File: src/rtl/mdu_pkg.sv
// Shared definitions for the iterative multiply/divide unit.
//   OP_*        op encodings presented on the op port
//   mdu_state_e controller states
//   f_sign_fix  conditional two's-complement negate of a double-width value
// MDU_W is the operand width the double-width helper is sized for. mdu_iter
// defaults its WIDTH to it, and the product fix-up assumes the two match.
package mdu_pkg;

   localparam int MDU_W = 32;

   localparam logic [1:0] OP_MULT  = 2'b00;
   localparam logic [1:0] OP_MULTU = 2'b01;
   localparam logic [1:0] OP_DIV   = 2'b10;
   localparam logic [1:0] OP_DIVU  = 2'b11;

   typedef enum logic [1:0] {
      ST_IDLE = 2'd0,
      ST_MUL  = 2'd1,
      ST_DIV  = 2'd2,
      ST_DONE = 2'd3
   } mdu_state_e;

   function automatic logic [2*MDU_W-1:0] f_sign_fix(input logic [2*MDU_W-1:0] v,
                                                     input logic             neg);
      return neg ? (~v + 1'b1) : v;
   endfunction

endpackage

File: src/rtl/mdu_iter_if.sv
// Request/result bundle between the EX stage and the multiply/divide unit.
//   master (EX stage): drives start, op, src_a, src_b and flush; receives busy, done, hi_o and lo_o
//   slave  (mdu_iter): the reverse directions
interface mdu_iter_if #(parameter int WIDTH = 32) ();

   logic             start;
   logic [1:0]       op;
   logic [WIDTH-1:0] src_a;
   logic [WIDTH-1:0] src_b;
   logic             flush;
   logic             busy;
   logic             done;
   logic [WIDTH-1:0] hi_o;
   logic [WIDTH-1:0] lo_o;

   modport master (output start, op, src_a, src_b, flush,
                   input  busy, done, hi_o, lo_o);

   modport slave  (input  start, op, src_a, src_b, flush,
                   output busy, done, hi_o, lo_o);

endinterface

File: src/rtl/mdu_div_step.sv
// One radix-2 restoring division step. This block is purely combinational.
//   i_rem   current partial remainder (always less than i_div)
//   i_msb   next dividend bit, shifted in at the bottom
//   i_div   divisor magnitude
//   o_rem   next partial remainder
//   o_qbit  quotient bit produced by this step
module mdu_div_step #(parameter int WIDTH = 32) (
   input  logic [WIDTH-1:0] i_rem,
   input  logic             i_msb,
   input  logic [WIDTH-1:0] i_div,
   output logic [WIDTH-1:0] o_rem,
   output logic             o_qbit
);

   logic [WIDTH:0] w_shift;
   logic [WIDTH:0] w_diff;

   assign w_shift = {i_rem, i_msb};
   assign w_diff  = w_shift - {1'b0, i_div};
   // The shifted remainder is below 2*divisor, so the top bit of the
   // difference is set exactly when the subtraction underflowed.
   assign o_qbit  = ~w_diff[WIDTH];
   assign o_rem   = o_qbit ? w_diff[WIDTH-1:0] : w_shift[WIDTH-1:0];

endmodule

File: src/rtl/mdu_iter.sv
// Iterative multiply/divide unit (MULT/MULTU/DIV/DIVU) in the EX stage.
// It produces {hi,lo}. For multiply this is the product. For divide it is the remainder and the quotient.
//   clk, resetn  clock and asynchronous active-low reset
//   bus (slave)  start/op/src_a/src_b/flush in; busy/done/hi_o/lo_o out
// Build option MDU_FAST_MUL_EN: multiply uses a single-cycle multiplier
// and goes straight from IDLE to DONE. Divide always iterates.
//
//   state   | meaning
//   --------+-------------------------------------------------
//   ST_IDLE | waiting for start
//   ST_MUL  | shift-add multiply, one multiplier bit per cycle
//   ST_DIV  | restoring divide, one quotient bit per cycle
//   ST_DONE | hi_o/lo_o valid, done pulses for this cycle
module mdu_iter
   import mdu_pkg::*;
#(
   parameter int WIDTH = MDU_W
) (
   input  logic      clk,
   input  logic      resetn,
   mdu_iter_if.slave bus
);

   localparam int CW = $clog2(WIDTH) + 1;

   mdu_state_e       r_state, w_state_nxt;
   logic [CW-1:0]    r_cnt;
   logic [WIDTH-1:0] r_hi, r_lo;       // mul: product accumulator; div: {remainder, dividend/quotient}
   logic [WIDTH-1:0] r_opnd;           // mul: multiplicand magnitude; div: divisor magnitude
   logic             r_neg_q, r_neg_r, r_divz;
   logic [WIDTH-1:0] r_hi_o, r_lo_o;

   logic             w_cap, w_fin, w_last;
   logic             w_is_div, w_sgn;
   logic [WIDTH-1:0] w_mag_a, w_mag_b;
   logic [WIDTH:0]   w_mul_sum;
   logic [WIDTH-1:0] w_div_rem;
   logic             w_div_qbit;
   logic [WIDTH-1:0] w_hi_nxt, w_lo_nxt;
   logic [2*WIDTH-1:0] w_prod_fix;
   logic [WIDTH-1:0] w_res_hi, w_res_lo;

   assign w_is_div = (bus.op == OP_DIV) || (bus.op == OP_DIVU);
   assign w_sgn    = (bus.op == OP_MULT) || (bus.op == OP_DIV);
   assign w_mag_a  = (w_sgn && bus.src_a[WIDTH-1]) ? (~bus.src_a + 1'b1) : bus.src_a;
   assign w_mag_b  = (w_sgn && bus.src_b[WIDTH-1]) ? (~bus.src_b + 1'b1) : bus.src_b;
   assign w_last   = (r_cnt == CW'(WIDTH - 1));

   always_comb begin
      w_state_nxt = r_state;
      w_cap       = 1'b0;
      w_fin       = 1'b0;
      if (bus.flush) begin
         w_state_nxt = ST_IDLE;
      end else begin
         case (r_state)
            ST_IDLE: if (bus.start) begin
               w_cap = 1'b1;
`ifdef MDU_FAST_MUL_EN
               w_state_nxt = w_is_div ? ST_DIV : ST_DONE;
`else
               w_state_nxt = w_is_div ? ST_DIV : ST_MUL;
`endif
            end
            ST_MUL, ST_DIV: if (w_last) begin
               w_fin       = 1'b1;
               w_state_nxt = ST_DONE;
            end
            ST_DONE: w_state_nxt = ST_IDLE;
            default: w_state_nxt = ST_IDLE;
         endcase
      end
   end

   always_ff @(posedge clk or negedge resetn) begin
      if (!resetn) r_state <= ST_IDLE;
      else         r_state <= w_state_nxt;
   end

   mdu_div_step #(.WIDTH(WIDTH)) u_div_step (
      .i_rem  (r_hi),
      .i_msb  (r_lo[WIDTH-1]),
      .i_div  (r_opnd),
      .o_rem  (w_div_rem),
      .o_qbit (w_div_qbit)
   );

   // Shift-add: add the multiplicand when the current multiplier bit is set,
   // then shift the whole {hi,lo} pair right by one.
   assign w_mul_sum = {1'b0, r_hi} + (r_lo[0] ? {1'b0, r_opnd} : '0);

   always_comb begin
      w_hi_nxt = r_hi;
      w_lo_nxt = r_lo;
      if (r_state == ST_MUL) begin
         w_hi_nxt = w_mul_sum[WIDTH:1];
         w_lo_nxt = {w_mul_sum[0], r_lo[WIDTH-1:1]};
      end else if (r_state == ST_DIV) begin
         w_hi_nxt = w_div_rem;
         w_lo_nxt = {r_lo[WIDTH-2:0], w_div_qbit};
      end
   end

   // With a zero divisor the remainder naturally ends up equal to the dividend
   // magnitude, so only the quotient needs overriding.
   assign w_prod_fix = f_sign_fix({w_hi_nxt, w_lo_nxt}, r_neg_q);

   always_comb begin
      w_res_hi = w_prod_fix[2*WIDTH-1:WIDTH];
      w_res_lo = w_prod_fix[WIDTH-1:0];
      if (r_state == ST_DIV) begin
         w_res_hi = r_neg_r ? (~w_hi_nxt + 1'b1) : w_hi_nxt;
         w_res_lo = r_divz ? '1 : (r_neg_q ? (~w_lo_nxt + 1'b1) : w_lo_nxt);
      end
   end

   always_ff @(posedge clk or negedge resetn) begin
      if (!resetn) begin
         r_cnt   <= '0;
         r_hi    <= '0;
         r_lo    <= '0;
         r_opnd  <= '0;
         r_neg_q <= 1'b0;
         r_neg_r <= 1'b0;
         r_divz  <= 1'b0;
         r_hi_o  <= '0;
         r_lo_o  <= '0;
      end else if (w_cap) begin
         r_cnt   <= '0;
         r_hi    <= '0;
         r_lo    <= w_is_div ? w_mag_a : w_mag_b;
         r_opnd  <= w_is_div ? w_mag_b : w_mag_a;
         r_neg_q <= w_sgn & (bus.src_a[WIDTH-1] ^ bus.src_b[WIDTH-1]);
         r_neg_r <= w_sgn & bus.src_a[WIDTH-1];
         r_divz  <= (bus.src_b == '0);
`ifdef MDU_FAST_MUL_EN
         if (!w_is_div) begin
            {r_hi_o, r_lo_o} <= f_sign_fix({{WIDTH{1'b0}}, w_mag_a} * {{WIDTH{1'b0}}, w_mag_b},
                                           w_sgn & (bus.src_a[WIDTH-1] ^ bus.src_b[WIDTH-1]));
         end
`endif
      end else if (!bus.flush && (r_state == ST_MUL || r_state == ST_DIV)) begin
         r_cnt <= r_cnt + 1'b1;
         r_hi  <= w_hi_nxt;
         r_lo  <= w_lo_nxt;
         if (w_fin) begin
            r_hi_o <= w_res_hi;
            r_lo_o <= w_res_lo;
         end
      end
   end

   assign bus.busy = (r_state == ST_MUL) || (r_state == ST_DIV);
   assign bus.done = (r_state == ST_DONE);
   assign bus.hi_o = r_hi_o;
   assign bus.lo_o = r_lo_o;

endmodule

File: src/flat_wrapper.sv
// flat-port wrapper written by rule: the top's interface ports become plain ports
module mdu_iter_flat import mdu_pkg::*;
#(
   parameter int WIDTH = MDU_W
)
  (clk, resetn, bus_start, bus_op, bus_src_a, bus_src_b, bus_flush, bus_busy, bus_done, bus_hi_o, bus_lo_o);
  mdu_iter_if #(.WIDTH(WIDTH)) bus_i ();
  input  logic clk;
  input  logic resetn;
  input wire logic [$bits(bus_i.start)-1:0] bus_start;
  input wire logic [$bits(bus_i.op)-1:0] bus_op;
  input wire logic [$bits(bus_i.src_a)-1:0] bus_src_a;
  input wire logic [$bits(bus_i.src_b)-1:0] bus_src_b;
  input wire logic [$bits(bus_i.flush)-1:0] bus_flush;
  output wire logic [$bits(bus_i.busy)-1:0] bus_busy;
  output wire logic [$bits(bus_i.done)-1:0] bus_done;
  output wire logic [$bits(bus_i.hi_o)-1:0] bus_hi_o;
  output wire logic [$bits(bus_i.lo_o)-1:0] bus_lo_o;
  assign bus_i.start = bus_start;
  assign bus_i.op = bus_op;
  assign bus_i.src_a = bus_src_a;
  assign bus_i.src_b = bus_src_b;
  assign bus_i.flush = bus_flush;
  assign bus_busy = bus_i.busy;
  assign bus_done = bus_i.done;
  assign bus_hi_o = bus_i.hi_o;
  assign bus_lo_o = bus_i.lo_o;
  mdu_iter #(.WIDTH(WIDTH)) u_core (.clk(clk), .resetn(resetn), .bus(bus_i));
endmodule
File: config.mk
export PLATFORM = sky130hd
export DESIGN_NAME = mdu_iter_flat
export DESIGN_NICKNAME = d
export VERILOG_FILES = /design/src/rtl/mdu_pkg.sv /design/src/rtl/mdu_iter_if.sv /design/src/rtl/mdu_div_step.sv /design/src/rtl/mdu_iter.sv /design/src/flat_wrapper.sv
export SDC_FILE = /design/constraint.sdc
export NUM_CORES = 1
export LEC_CHECK = 0
export CAP_MARGIN = 20
export CORE_AREA = 10 10 157 305
export CTS_CLUSTER_SIZE = 28
export DETAILED_ROUTE_END_ITERATION = 16
export DIE_AREA = 0 0 167 315
export PLACE_DENSITY = 0.6
export SYNTH_ARGS = -nofsm -noshare
export SYNTH_HDL_FRONTEND = slang
export SYNTH_HIERARCHICAL = 1
export SYNTH_SLANG_ARGS = --single-unit
File: constraint.sdc
create_clock -name clk -period 5.5 [get_ports clk]
set_clock_uncertainty 0.1 [all_clocks]
set_input_delay 0.825 -clock clk [delete_from_list [all_inputs] [get_ports clk]]
set_output_delay 0.825 -clock clk [all_outputs]
set_load 0.02 [all_outputs]
# Yosys cells after proc, flatten, opt, wreduce, memory -nomap -nowiden

Index checks and enable logic that the tools add are counted.

Flip-flop bits (word level): 171
Bits of input ports: 70

Reductions and logical operators: 14
Bitwise logic cells: 10
Add/subtract/negate cells: 8
Mux-type cells: 33
Equality and inequality tests: 8

Operators with widths:

| cell                                                                    | count |
|---|---|
| 32-bit two-way mux                                                      | 19 |
| 32-bit by 1-bit adder with 32-bit output, second input constant         | 4 |
| 32-bit inverter                                                         | 4 |
| 64-bit by 1-bit adder with 64-bit output, second input constant         | 1 |
| 64-bit two-way mux                                                      | 1 |
| 64-bit inverter                                                         | 1 |
| 32-bit by 33-bit adder with 33-bit output                               | 1 |
| 33-bit by 32-bit subtractor with 33-bit output                          | 1 |
| 32-bit logical NOT                                                      | 1 |
| 6-bit two-way mux                                                       | 2 |
| 2-bit equality test, second input constant                              | 4 |
| 2-bit two-way mux                                                       | 4 |
| 6-bit by 1-bit adder with 6-bit output, second input constant           | 1 |
| 6-bit by 5-bit equality test with 1-bit output, second input constant   | 1 |
| 1-bit two-way mux                                                       | 6 |
| 2-bit case mux with 3 select lines                                      | 1 |
| 2-bit logical NOT                                                       | 2 |
| 1-bit logical AND                                                       | 3 |
| 1-bit logical OR                                                        | 3 |
| 3-bit by 2-bit inequality test with 1-bit output, second input constant | 1 |
| 3-bit inequality test, second input constant                            | 1 |
| 3-bit AND reduction                                                     | 1 |
| 1-bit bitwise AND                                                       | 2 |
| 2-bit by 1-bit equality test with 1-bit output, second input constant   | 1 |
| 6 further kinds                                                         | 7 |

# Logic depth before layout (Yosys ltp)

Depth in word-level cells: 9
Gate-level depth with buffers: 27
Gate-level depth less buffers: 25

# Hierarchy

Netlist, hierarchy kept.

Modules (own cells, without submodules):

| module       | instances | area each (um2) | cells each | sequential area each (um2) |
|---|---|---|---|---|
| mdu_iter     | 1         | 14650.3         | 1898       | 4279.1 |
| mdu_div_step | 1         | 2358.5          | 305        | 0.0 |

# Least setup slack after synthesis

Ideal clock, no wire load.

Path kind: register to register
From: reg u_core.r_lo[31]
To: reg u_core.r_hi_o[27], in the netlist u_core/bus.hi_o[27]
Path slack: 0.170 ns
Required time: 5.275 ns
Period minus slack after synthesis: 5.330 ns
Cell stages (with the launch flop): 25
Arrival time: 5.106 ns
Path through: dfrtp_1 inv_1 ha_1 fa_1 and2b_1 o2111ai_2 a21oi_2 o2111ai_1 a211oi_2 nor2_4 mux2i_4 and2_4 buf_12 inv_8 buf_12 mux2_4 mux2i_1 a21oi_1 o211a_2 or4_4 buf_2 a2111oi_0 a21oi_1 xnor2_1 mux2_2

Cells in the longest elaborated chain, start to end: 8
Elaborated cells on any way between the ends: 14
Those cells by class: 3 x add/sub; 8 x mux; 3 x bitwise

RTL lines:

| item                                                                                                        | RTL line                       | RTL |
|---|---|---|
| start: declaration                                                                                          | mdu_iter.sv:28                 | `logic [WIDTH-1:0] r_hi, r_lo;` |
| start signal: assignment                                                                                    | mdu_iter.sv:131                | `r_lo <= w_is_div ? w_mag_a : w_mag_b;` |
| start signal: assignment                                                                                    | mdu_iter.sv:145                | `r_lo <= w_lo_nxt;` |
| 33-bit by 32-bit subtractor with 33-bit output *                                                            | mdu_div_step.sv:19             | `assign w_diff = w_shift - {1'b0, i_div};` |
| 32-bit two-way mux *                                                                                        | mdu_div_step.sv:23             | `assign o_rem = o_qbit ? w_diff[WIDTH-1:0] : w_shift[WIDTH-1:0];` |
| via u_core.w_div_rem[14]                                                                                    | mdu_iter.sv:37                 | `logic [WIDTH-1:0] w_div_rem;` |
| 32-bit two-way mux *                                                                                        | mdu_iter.sv:98                 | `end else if (r_state == ST_DIV) begin` |
| 32-bit two-way mux *                                                                                        | mdu_iter.sv:95                 | `if (r_state == ST_MUL) begin` |
| 64-bit inverter / 32-bit inverter (equally long branches)                                                   | mdu_pkg.sv:25, mdu_iter.sv:112 |  |
| 64-bit by 1-bit adder with 64-bit output / 32-bit by 1-bit adder with 32-bit output (equally long branches) | mdu_pkg.sv:25, mdu_iter.sv:112 |  |
| 64-bit two-way mux / 32-bit two-way mux (equally long branches)                                             | mdu_pkg.sv:25, mdu_iter.sv:112 |  |
| 32-bit two-way mux *                                                                                        | mdu_iter.sv:111                | `if (r_state == ST_DIV) begin` |
| end signal: assignment                                                                                      | mdu_iter.sv:147                | `r_hi_o <= w_res_hi;` |
| end: declaration                                                                                            | mdu_iter.sv:31                 | `logic [WIDTH-1:0] r_hi_o, r_lo_o;` |

Mark *: on every way through the listed nets, which the timed path passes. The rest lies on a longest branch.
A chain may end at the register's enable or synchronous reset.

# Final worst setup path

From: reg u_core.r_lo[31]
To: reg u_core.r_hi_o[30], in the netlist u_core/bus.hi_o[30]

Cells in the longest elaborated chain, start to end: 8
Elaborated cells on any way between the ends: 14
Those cells by class: 3 x add/sub; 8 x mux; 3 x bitwise

RTL lines:

| item                                           | RTL line           | RTL |
|---|---|---|
| 33-bit by 32-bit subtractor with 33-bit output | mdu_div_step.sv:19 |  |
| 1-bit inverter                                 | mdu_div_step.sv:22 | `assign o_qbit = ~w_diff[WIDTH];` |
| via u_core.w_div_qbit                          | mdu_iter.sv:38     | `logic w_div_qbit;` |
| 32-bit two-way mux                             | mdu_iter.sv:98     |  |
| 32-bit two-way mux                             | mdu_iter.sv:95     |  |
| 64-bit inverter                                | mdu_pkg.sv:25      | `return neg ? (~v + 1'b1) : v;` |
| 64-bit by 1-bit adder with 64-bit output       | mdu_pkg.sv:25      |  |
| 64-bit two-way mux                             | mdu_pkg.sv:25      |  |
| 32-bit two-way mux                             | mdu_iter.sv:111    |  |

The timed path passes the listed nets, and every way through them passes these cells.

==> flow_summary.ini <==
[run_status]
status = finished, final reports clean

[grt]
grt_pass1_wl_mm = 103
grt_max_degree = 126
grtUsageTotal_pct = 24.7
antenna_found_initial = 0
grt_overflow = 0
grt_pass1_vias = 16900

[placed_design]
io_buffers = 135
dp_hpwl_mm = 53.5
numPlacedInstances = 2845
gp_congestion = 0.986

[die]
start_util_pct = 39.5
coreArea_um2 = 43100
die_h_um = 315
die_x_um = 167
die_area_um2 = 52600
row_count = 108
io_pins = 136

[setup_path]
worst_ep_required_time_ns = 5.76
arrival_ns = 5.55
crit_fanout = 11
worst_r2r_path_depth = 22
startpoint_type = register
critPathCaptureType = register
crit_type = register to register

[cts]
cts_sinks = 171
cts_tree = yes
cts_made_buffers = 17
cts-root-buf = clkbuf_16
ctsHtreeMaxLevel = 4
clockBufferDepth = 2
clock_latency_ns = 0.47
clk_pin_slew_ns = 0.08

[pwr]
vdd_drop_max_uv = 324
leakage_nw = 8.17
total_power_mw = 14.1
powerDensity_nw_per_um2 = 702

[yosys]
synth_top_flop_cell = dfrtp_1
synth_cell_type_count = 114
synth.area.mux_share_pct = 6.91
synth_nets = 2349
synth_top_area_share_pct = 25.2
synthTopCellsByArea = dfrtp_1 (25%), a21oi_1 (6.0%), nand2_1 (5.7%), ha_1 (5.4%), nor2_1 (4.8%)
synth_top_area_cell = dfrtp_1
syn_avg_cell_area_um2 = 7.72
synthCells = 2203
yosys_warnings = 6
synthArstFlopShare_pct = 100
synth_fa_ha_area_share_pct = 5.68
synth_compound_area_share_pct = 26.6
synth_area_um2 = 17000
synth_top_family_by_area = compound AO/OA/AOI/OAI gates
synth-edff-count = 0
synthXorXnorAreaFrac_pct = 7.31
ys_ff_latch = 171
yosys.area_share.simple_pct = 22.7
ys_seq_area_share_pct = 25.2

[finish]
drive_above_1_share_pct = 11.1
multiInputGateArea_um2 = 11900
final_cells = 2883
antenna_cells = 0
fin_util_pct = 46.5
register_area_um2 = 4280
n_fill_cell = 4328
syn_to_final_growth_pct = 17.8
layout.nets = 2466

[sta]
timing.final.crit_share_pct = 96.2
tns_ns = 0
slew_headroom_pct = 27.3
hold_viol = 0
whs_ns = 0.250
worstMarginPinSlew_ns = 1.08
min_period_ns = 5.29
drv_slew = 0
max_freq_mhz = 189
setup_viol = 0

[drt]
post-route-drc-count = 0
drt-initial-drc-count = 1401
drt_wl_total_mm = 67.6
detail-route-antenna-nets = 0
via_count = 17300
vias_per_cell = 6.00
wl_per_cell_um = 23.4
firstDrtPassIters = 6

[hold_path]
min_path_type = primary input to asynchronous set/reset pin

[run]
cap_violations = 0
cell type report:
class	instances	area share (%)
clock buffers	17	2.12
clock inverters	15	1.04
inverters	64	1.26
multi-input cells	1821	59.6
flip-flops and latches	171	21.4
well taps	550	3.44
repair buffers	245	11.1
where the power goes:
part	internal (mW)	leakage [nW]	switching, mW	total, mW
Clock	0.634	0.304	0.687	1.32
Combinational	4.35	5.62	6.24	10.6
Sequential	1.61	2.24	0.525	2.14
cell usage in the layout (no fill, tap or decap), types with 20 or more instances in the layout:
master	synthesis	routed
xor2_1	55	55
nand3_1	37	37
o21ai_0	153	152
a21oi_1	205	202
and3_1	27	27
and2_1	39	40
nor3_1	53	51
ha_1	74	72
nand2_1	260	260
a31oi_1	35	35
clkdlybuf4s50_1	0	133
o31ai_1	23	21
dfrtp_1	171	171
nand4_1	28	28
mux2i_1	62	62
xnor2_1	87	87
a21o_1	24	24
a211oi_1	25	24
nor2_1	218	217
o22a_1	25	25
o211ai_1	30	30
mux2_2	20	20
buf_4	4	107
inv_1	62	62
worst max-delay path, cell delays in order, from the launching register on:
cell,delay (ns)
dfrtp_1,0.35
inv_1,0.04
ha_1,0.22
fa_2,0.35
and2b_1,0.23
o2111ai_2,0.13
a21oi_2,0.22
o2111ai_2,0.15
a211oi_2,0.29
nor2_4,0.08
mux2i_4,0.20
and2_4,0.18
clkinv_8,0.09
buf_6,0.19
mux2_4,0.31
mux2_1,0.30
o221a_1,0.24
o211ai_1,0.25
nand4_1,0.20
nand4b_1,0.29
o41ai_2,0.41
xnor2_1,0.10
mux2_2,0.26
layer usage:
layer,up-vias,wire length (um),global-route usage (%)
met3,138,3150,3.49
met2,585,34400,44.3
li1,8264,-,-
met1,8305,25800,27.2
met4,0,4170,14.1
met5,-,0,0
cells in the mapped netlist (all sizes together) (13+ instances only):
master and count:
nand2 260, nor2 219, a21oi 212, dfrtp 171
o21ai 169, clkbuf 94, xnor2 87, ha 74
inv 64, mux2i 63, nor3 55, xor2 55
buf 51, and2 42, mux2 41, nand3 37
a31oi 35, o211ai 32, a211oi 28, and3 28
nand4 28, a21o 25, o22a 25, o31ai 23
nand2b 19, or3 19, nor4 18, o21a 17
nor2b 13
through the flow:
stage | setup slack [ns] | cell area (um^2)
floorplan | 0.170 | 17000
global placement | 0.0862 | 19200
detailed placement | 0.0383 | 19200
CTS | 0.0212 | 19800
global route | -0.00490 | 20000
finish | 0.208 | 20000
state kept, by name, indices dropped and copies added, names as in the netlist:
name / cells
u_core/r_opnd: 32
u_core/r_divz: 1
u_core/r_neg_q: 1
u_core/r_neg_r: 1
u_core/bus.hi_o: 32
u_core/r_lo: 32
u_core/r_cnt: 6
u_core/r_hi: 32
u_core/r_state: 2
u_core/bus.lo_o: 32
logic make-up after synthesis:
kind of cell / after synthesis
compound gates: 700
flops: 171
xor+xnor: 142
simple gates: 799
mux: 104
fa+ha+maj: 76
buf+inv: 211
worst paths after layout:
path / startpoint / endpoint / slack [ns]
max reg2reg: u_core/r_lo[31]$_DFFE_PN0P_ / u_core/bus.hi_o[30]$_DFFE_PN0P_ / 0.21
min: resetn / u_core/r_opnd[26]$_DFFE_PN0P_ / 0.25
max: u_core/r_lo[31]$_DFFE_PN0P_ / u_core/bus.hi_o[30]$_DFFE_PN0P_ / 0.21
min reg2reg: u_core/bus.hi_o[16]$_DFFE_PN0P_ / u_core/bus.hi_o[16]$_DFFE_PN0P_ / 0.38
min in group clk: u_core/bus.hi_o[16]$_DFFE_PN0P_ / u_core/bus.hi_o[16]$_DFFE_PN0P_ / 0.38
max in group asynchronous: resetn / u_core/r_lo[29]$_DFFE_PN0P_ / 3.99
what timing repair did:
action	CTS	global route
gates resized for setup	0	29
hold buffers	0	0
setup buffers	0	4
endpoints found under the setup margin	0	20
Power figures use the tool's default switching activity.
